### config.mk
export PLATFORM = sky130hd
export DESIGN_NAME = alu_seq_n
export DESIGN_NICKNAME = d
export VERILOG_FILES = /design/src/rtl/alu_pkg.sv /design/src/rtl/alu_comb_core.sv /design/src/rtl/alu_seq_n.sv
export SDC_FILE = /design/constraint.sdc
export NUM_CORES = 1
export LEC_CHECK = 0
export ABC_CLOCK_PERIOD_IN_PS = 5950
export BUFFER_PORTS_ARGS = -buffer_cell sky130_fd_sc_hd__buf_2
export CORE_MARGIN = 2
export CORE_UTILIZATION = 35
export CTS_BUF_LIST = sky130_fd_sc_hd__clkbuf_8
export CTS_CLUSTER_DIAMETER = 200
export CTS_CLUSTER_SIZE = 25
export DETAILED_ROUTE_END_ITERATION = 10
export GPL_TIMING_DRIVEN = 0
export PLACE_DENSITY = 0.5
export SLEW_MARGIN = 20
export SYNTH_ARGS = -nofsm -noshare
export SYNTH_HDL_FRONTEND = slang
export SYNTH_SLANG_ARGS = --single-unit
### constraint.sdc
create_clock -name clk -period 5.95 [get_ports clk]
set_input_delay 0.595 -clock clk [delete_from_list [all_inputs] [get_ports clk]]
set_output_delay 0.595 -clock clk [all_outputs]
set_load 0.01 [all_outputs]
### src/rtl/alu_pkg.sv
// Shared encodings for the sequential ALU: opcodes, FSM states, opcode width.
package alu_pkg;

    localparam int OP_W = 4;

    localparam logic [OP_W-1:0] OP_NOTA = 4'd0;
    localparam logic [OP_W-1:0] OP_NOTB = 4'd1;
    localparam logic [OP_W-1:0] OP_AND  = 4'd2;
    localparam logic [OP_W-1:0] OP_OR   = 4'd3;
    localparam logic [OP_W-1:0] OP_XOR  = 4'd4;
    localparam logic [OP_W-1:0] OP_XNOR = 4'd5;
    localparam logic [OP_W-1:0] OP_ADD  = 4'd6;
    localparam logic [OP_W-1:0] OP_SUB  = 4'd7;
    localparam logic [OP_W-1:0] OP_SHL  = 4'd8;
    localparam logic [OP_W-1:0] OP_SHR  = 4'd9;
    localparam logic [OP_W-1:0] OP_SAR  = 4'd10;
    localparam logic [OP_W-1:0] OP_MUL  = 4'd11;

    typedef enum logic [1:0] {
        S_IDLE = 2'd0,
        S_BUSY = 2'd1,
        S_DONE = 2'd2
    } state_t;

endpackage

### src/rtl/alu_comb_core.sv
// Single-cycle ALU ops 0-7 with their C/N/Z/V flags.
module alu_comb_core
    import alu_pkg::*;
#(
    parameter int WIDTH = 32
) (
    input  logic [WIDTH-1:0] a,
    input  logic [WIDTH-1:0] b,
    input  logic [OP_W-1:0]  op,
    output logic [WIDTH-1:0] result,
    output logic             c,
    output logic             n,
    output logic             z,
    output logic             v
);

    logic             sub;
    logic [WIDTH-1:0] bo;
    logic [WIDTH:0]   sum;

    // SUB is a + ~b + 1, so the adder is shared with ADD
    always_comb begin
        sub = (op == OP_SUB);
        bo  = sub ? ~b : b;
        sum = {1'b0, a} + {1'b0, bo} + (WIDTH+1)'(sub);
        result = '0;
        c = 1'b0;
        v = 1'b0;
        unique case (1'b1)
            op == OP_NOTA: result = ~a;
            op == OP_NOTB: result = ~b;
            op == OP_AND:  result = a & b;
            op == OP_OR:   result = a | b;
            op == OP_XOR:  result = a ^ b;
            op == OP_XNOR: result = ~(a ^ b);
            (op == OP_ADD) || sub: begin
                result = sum[WIDTH-1:0];
                c = sum[WIDTH];
                v = (a[WIDTH-1] ^ bo[WIDTH-1] ^ sum[WIDTH-1]) ^ sum[WIDTH];
            end
            default: ;
        endcase
        n = result[WIDTH-1];
        z = (result == '0);
    end

endmodule

### src/rtl/alu_seq_n.sv
// N-bit sequential ALU: 1-cycle logic/arith, iterative shifts, optional
// shift-add multiply built only when ALU_MUL_EN is defined.
module alu_seq_n
    import alu_pkg::*;
#(
    parameter int WIDTH = 32
) (
    input  logic             clk,
    input  logic             reset,
    input  logic             in_valid,
    output logic             in_ready,
    input  logic [WIDTH-1:0] a,
    input  logic [WIDTH-1:0] b,
    input  logic [OP_W-1:0]  op,
    output logic             out_valid,
    output logic [WIDTH-1:0] result,
    output logic             c,
    output logic             n,
    output logic             z,
    output logic             v,
    output logic             err
);

    localparam int SH_W = $clog2(WIDTH);
`ifdef ALU_MUL_EN
    localparam int CNT_W = SH_W + 1;
`else
    localparam int CNT_W = SH_W;
`endif

    state_t             state, state_nx;
    logic [OP_W-1:0]    op_q;
    logic [WIDTH-1:0]   sh, sh_nx;
    logic               sh_out;
    logic [CNT_W-1:0]   cnt;
    logic [SH_W-1:0]    shamt;
    logic               accept, is_shift, is_mul, multi, last;
    logic [WIDTH-1:0]   core_r;
    logic               core_c, core_n, core_z, core_v;
    logic               wr, use_core, w_c, w_n, w_z, w_v, w_err;
    logic [WIDTH-1:0]   w_res;
`ifdef ALU_MUL_EN
    logic [WIDTH-1:0]   mcand;
    logic [2*WIDTH-1:0] prod, prod_nx;
    logic [WIDTH:0]     psum;
`endif

    assign shamt    = b[SH_W-1:0];
    assign accept   = in_valid & in_ready;
    assign is_shift = (op == OP_SHL) | (op == OP_SHR) | (op == OP_SAR);
`ifdef ALU_MUL_EN
    assign is_mul   = (op == OP_MUL);
`else
    assign is_mul   = 1'b0;
`endif
    assign multi = accept & ((is_shift & (shamt != '0)) | is_mul);
    assign last  = (state == S_BUSY) & (cnt == CNT_W'(1));

    alu_comb_core #(.WIDTH(WIDTH)) u_core (
        .a      (a),
        .b      (b),
        .op     (op),
        .result (core_r),
        .c      (core_c),
        .n      (core_n),
        .z      (core_z),
        .v      (core_v)
    );

    always_ff @(posedge clk) begin
        if (reset) state <= S_IDLE;
        else       state <= state_nx;
    end

    always_comb begin
        state_nx = state;
        unique case (state)
            S_IDLE, S_DONE: begin
                if (accept) state_nx = multi ? S_BUSY : S_DONE;
                else        state_nx = S_IDLE;
            end
            S_BUSY:  if (last) state_nx = S_DONE;
            default: state_nx = S_IDLE;
        endcase
    end

    always_comb begin
        in_ready  = (state != S_BUSY);
        out_valid = (state == S_DONE);
    end

    always_comb begin
        sh_nx  = sh;
        sh_out = 1'b0;
        unique case (1'b1)
            op_q == OP_SHL: begin
                sh_nx  = {sh[WIDTH-2:0], 1'b0};
                sh_out = sh[WIDTH-1];
            end
            op_q == OP_SHR: begin
                sh_nx  = {1'b0, sh[WIDTH-1:1]};
                sh_out = sh[0];
            end
            op_q == OP_SAR: begin
                sh_nx  = {sh[WIDTH-1], sh[WIDTH-1:1]};
                sh_out = sh[0];
            end
            default: ;
        endcase
    end

`ifdef ALU_MUL_EN
    // {high, multiplier} shifts right; high half accumulates a partial product
    assign psum    = {1'b0, prod[2*WIDTH-1:WIDTH]} + (prod[0] ? {1'b0, mcand} : '0);
    assign prod_nx = {psum, prod[WIDTH-1:1]};
`endif

    always_comb begin
        wr = 1'b0;
        use_core = 1'b0;
        w_res = '0;
        w_c = 1'b0;
        w_v = 1'b0;
        w_err = 1'b0;
        if (accept && !multi) begin
            wr = 1'b1;
            unique case (1'b1)
                !op[3]: begin
                    use_core = 1'b1;
                    w_res = core_r;
                    w_c = core_c;
                    w_v = core_v;
                end
                is_shift: w_res = a;
                default:  w_err = 1'b1;
            endcase
        end else if (last) begin
            wr = 1'b1;
`ifdef ALU_MUL_EN
            if (op_q == OP_MUL) begin
                w_res = prod_nx[WIDTH-1:0];
                w_c = |prod_nx[2*WIDTH-1:WIDTH];
                w_v = w_c;
            end else begin
                w_res = sh_nx;
                w_c = sh_out;
            end
`else
            w_res = sh_nx;
            w_c = sh_out;
`endif
        end
        w_n = use_core ? core_n : w_res[WIDTH-1];
        w_z = use_core ? core_z : (w_res == '0);
    end

    always_ff @(posedge clk) begin
        if (reset) begin
            op_q <= '0;
            sh   <= '0;
            cnt  <= '0;
`ifdef ALU_MUL_EN
            mcand <= '0;
            prod  <= '0;
`endif
        end else if (multi) begin
            op_q <= op;
            sh   <= a;
            cnt  <= is_mul ? CNT_W'(WIDTH) : CNT_W'(shamt);
`ifdef ALU_MUL_EN
            mcand <= a;
            prod  <= {{WIDTH{1'b0}}, b};
`endif
        end else if (state == S_BUSY) begin
            sh  <= sh_nx;
            cnt <= cnt - CNT_W'(1);
`ifdef ALU_MUL_EN
            prod <= prod_nx;
`endif
        end
    end

    always_ff @(posedge clk) begin
        if (reset) begin
            result <= '0;
            c   <= 1'b0;
            n   <= 1'b0;
            z   <= 1'b0;
            v   <= 1'b0;
            err <= 1'b0;
        end else if (wr) begin
            result <= w_res;
            c   <= w_c;
            n   <= w_n;
            z   <= w_z;
            v   <= w_v;
            err <= w_err;
        end
    end

endmodule

## Word-level counts from Yosys, hierarchy flattened

Index checks and enable logic that the tools add are counted.

- Output and inout port bits: 39
- Flip-flop bits (word level): 80
- Bits of input ports: 71

- Equality and inequality tests: 18
- Bitwise gates (word level): 15
- Add/sub/neg operators: 3
- Reductions and logical operators: 13
- Multiplexer cells: 30

Operator list:

| kind | number |
|---|---|
| $pmux W32 S7 | 1 |
| $mux W32 | 5 |
| $not A32 Y32 | 3 |
| $pmux W32 S3 | 1 |
| $logic_not A32 Y1 | 2 |
| $pmux W32 S2 | 1 |
| $add A32 B32 Y33 | 1 |
| $add A33 B1 Y33 | 1 |
| $and A32 B32 Y32 | 1 |
| $or A32 B32 Y32 | 1 |
| $xor A32 B32 Y32 | 1 |
| $eq A4 B4 Y1 const B | 6 |
| $eq A4 B3 Y1 const B | 4 |
| $mux W1 | 15 |
| $mux W5 | 2 |
| $eq A4 B2 Y1 const B | 2 |
| $mux W2 | 3 |
| $reduce_or A2 Y1 | 3 |
| $eq A5 B1 Y1 const B | 1 |
| $reduce_bool A5 Y1 | 1 |
| $sub A5 B1 Y5 const B | 1 |
| $and A1 B1 Y1 | 4 |
| $eq A4 B1 Y1 const B | 1 |
| $logic_not A4 Y1 | 1 |
| 13 further kinds | 17 |

## Longest topological paths before layout

- Depth after elaboration: 10
- Depth in mapped cells: 17
- Depth with buffers taken out: 15

## By module

From an unflattened synthesis, not the netlist that was laid out.

- Cell total of the unflattened synthesis: 1302
- Area total of the unflattened synthesis: 9426.5 sq um

By module, submodules not included:

| module | cells an instance | area an instance (sq um) | instances |
|---|---|---|---|
| alu_comb_core | 761 | 5181.2 | 1 |
| alu_seq_n | 541 | 4245.3 | 1 |

## Worst setup path after synthesis

No wires, ideal clock.

- Path kind: input port to flip-flop
- Start: in op[1]
- End: reg z
- Setup slack: 1.615 ns
- Stages on the path: 16
- Setup time: 0.062 ns
- Arrival time: 4.273 ns
- Cells stage by stage: buf_4 nand4b_4 buf_1 xnor2_1 ha_1 and3b_4 o211a_1 o31a_1 o21ai_4 a21boi_2 or3_1 a2111oi_2 nand4_1 o41a_1 a2111o_1 nand3_1

- Longest elaborated chain between the ends: 10
- Elaborated cells between the ends (all ways): 29
- Classes of those cells: add/sub: 2; eq/ne: 10; mux: 7; bitwise: 4; reduce/logical: 6

Ends and longest elaborated chain:

| what | RTL line | RTL |
|---|---|---|
| from (decl) | alu_seq_n.sv:14 | `input logic [OP_W-1:0] op,` |
| parallel branches: the longest is 10 deep, another holds $add A32 B32 Y33 | - |  |
| to (signal assigned) | alu_seq_n.sv:195 | `z <= w_z;` |
| to (decl) | alu_seq_n.sv:19 | `output logic z,` |

Parallel ways; which one is timed is not known.
A chain may end at the register's enable or synchronous reset.

## Worst setup path after layout

Same ends and word-level chain as after synthesis.

==> results.yml <==
worst_setup_path:
  crit_type: "in2reg"
  crit_required_ps: 6280
  r2r_end: "z"
  critPathLaunchType: "input pin"
  crit_fanout: 10
  ff2ff_path_depth: 13
  worst_setup_path_end_kind: "flip-flop"
  arrival_ps: 6000
  r2r-start: "state[0]"
  r2r_slack_ps: 1110
  critPathLaunch: "op[1]"
placed_design:
  post-place-ws_ps: 17.5
  post-dp-hpwl_mm: 41.3
  numPortBuffers: 107
  place_congestion: 0.967
  placed_cells: 1925
detailed_routing:
  routed_wl_mm: 51.1
  wl_per_cell_um: 26.3
  post_drt_via_cell_ratio: 6.29
  antenna_left: 0
  drt_pass1_iterations: 6
  vias: 12215
  first_iter_violations: 1339
  drc: 0
clocking:
  clk_path_buf_depth: 2
  cts_resized: 0
  path_clk_slew_ps: 100
  cts_sinks: 80
  root_buffer: "clkbuf_8"
  post_cts_buffers: 0
  htree_levels: 3
  numCtsBuffers: 9
  clk_latency_ps: 380
  hold_buffers: 0
  cts_tree: "done"
grt:
  grt_pass1_wl_mm: 74.3
  gr-total-overflow: 0
  grt_max_degree: 17
  grt.total_usage_pct: 32.4
  first_global_vias: 11232
  grt_antenna_before_repair: 0
sta:
  fmax_ghz: 0.176
  slew_viol_final: 0
  fin_crit_sh_pct: 95.3
  hold_viol: 0
  setup_viol: 0
  relSlewSlack_pct: 21.8
  timing.final.ws_setup_ps: 277
  grt_setup_unrepaired: "no"
  hold_slack_ps: 460
  worst_slew_pin_slew_ps: 1160
  skew_ps: 11.0
  fin_crit_ps: 5670
pwr:
  leakage_nw: 4.61
  cellPowerDensity_nw_per_um2: 169
  ir_drop_mv: 0.108
finish:
  areaGrowthSynthToFinish_pct: 12.0
  drive_gt1_share_pct: 12.1
  fillers: 3138
  nets: 1729
  instances_no_fill: 1943
die:
  die_w_um: 175
  fp.dieH_um: 175
  num_rows: 62
  start_util_pct: 35.6
  io_pins: 110
  die_area_sq_um: 30700
  coreArea_sq_um: 28800
status:
  status: "finished clean"
synthesis:
  synth-async-reset-ratio_pct: 0
  yosysUniqueCellTypes: 93
  synth-edff-count: 0
  synth_warnings: 0
  synthCells: 1433
  synthesis.nets: 1610
  synth_area_leaders: "dfxtp_1 16%, ha_1 13%, a21oi_1 7.0%"
  syn_area_sq_um: 10200
  synth_top_area_share_pct: 15.6
  ys_seq_elements: 80
  synth_top_area_cell: "dfxtp_1"
  syn_avg_cell_area_sq_um: 7.15
  seq_area_frac_synth_pct: 15.6
  synthFlopType: "dfxtp_1"
flow_run:
  maxCapViolCount: 0
min_path:
  holdCritPathClass: "reg2reg"
  hold_depth: 2
  min_to: "result[3]"
  worstHoldStart: "result[3]"
## flip-flops by register name, summed over array words and instances, names as in the netlist
register	flops
result	32
sh	32
cnt	5
op_q	4
state	2
c	1
err	1
n	1
v	1
z	1
## routing by layer
metal | routed length [um] | GRT usage (%)
met2 | 22900 | 51.2
met5 | 0 | 0
met1 | 22100 | 44.6
met3 | 4180 | 4.44
met4 | 1900 | 12.4
## Yosys cell counts, drive strengths merged (14+ instances only)
cell and n:
a211oi 31, a21oi 145, a221oi 24, a22oi 33
buf 31, clkbuf 70, dfxtp 80, ha 105
inv 85, mux2 19, mux2i 18, nand2 144
nand2b 18, nand3 31, nand4 21, nor2 123
nor2b 14, nor3 24, o211ai 16, o21ai 71
o22ai 50, xnor2 47
## cell type report
cell class	instances	area (sq um)	share of cell area [%]
Sequential cell	80	1600	14.0
Clock inverter	7	63.8	0.556
Tap cell	384	480	4.19
Antenna cell	2	5.00	0.0436
Multi-Input combinational cell	1166	7920	69.0
Clock buffer	9	124	1.08
Buffer	101	414	3.61
Inverter	86	323	2.81
Timing Repair Buffer	108	546	4.75
## metrics by stage
stage                     total power, mW  setup TNS (ps)  util [%]  cell area, sq um
after CTS                            1.92               0      39.9             11500
after floorplan                      1.17               0         -             10200
after detailed placement             1.52               0      39.2             11300
after global placement               1.52           -94.5      39.1             11300
after global routing                 2.04               0      39.9             11500
final                                1.94               0      39.9             11500
## cell families (layout without fill, tap and decap cells)
family                     count (synthesis)  after routing  share of synthesized area [%]
other                                      0              2                              0
and+or+nand+nor                          455            455                           21.6
muxes                                     38             38                           4.07
adders and majority gates                106            106                           13.0
buffers and inverters                    187            311                           7.19
AOI/OAI and AO/OA                        514            514                           34.0
xor gates and xnor gates                  53             53                           4.53
DFF                                       80             80                           15.6
## cell usage in the layout, fill, tap and decap left out, types with 6 or more instances in the layout
master	count
a21oi_1	144
nand2_1	143
buf_2	123
nor2_1	122
ha_1	105
inv_1	85
dfxtp_1	80
clkbuf_1	70
o21ai_0	66
o22ai_1	50
xnor2_1	47
a22oi_1	33
nand3_1	31
a211oi_1	30
a221oi_1	24
nor3_1	23
nand4_1	21
nand2b_1	18
mux2_2	18
mux2i_1	18
o211ai_1	15
nor2b_1	14
a31oi_1	13
o221ai_1	13
buf_1	12
o21a_1	11
a21o_1	11
and3_1	11
a222oi_1	10
or3_1	10
a221o_1	9
nand3b_1	9
clkbuf_8	9
a2111oi_0	7
and2_1	6
nor4_1	6
xor2_1	6
## worst max-delay path by stage
stage,end,slack [ps]
after CTS,z,400
after detailed placement,z,20
after global routing,z,140
after floorplan,z,1620
after global placement,z,-90
final,z,280
## report_power, final
group	total, mW	internal (mW)	switching, mW
Clock	0.400	0.161	0.240
Sequential	0.586	0.562	0.0240
Combinational	0.957	0.318	0.639
Total	1.94	1.04	0.903
## worst max-delay path, cell delays in order
cell,delay [ps]
buf_4,140
nand4b_4,140
buf_1,640
xnor2_1,200
ha_1,510
nand2_1,160
o21ai_0,800
nor2_1,180
a2111oi_0,750
nand4_1,170
nor4b_1,620
nand4_1,240
o41a_1,370
a2111o_1,370
nand3_1,100
Power figures use the tool's default switching activity.
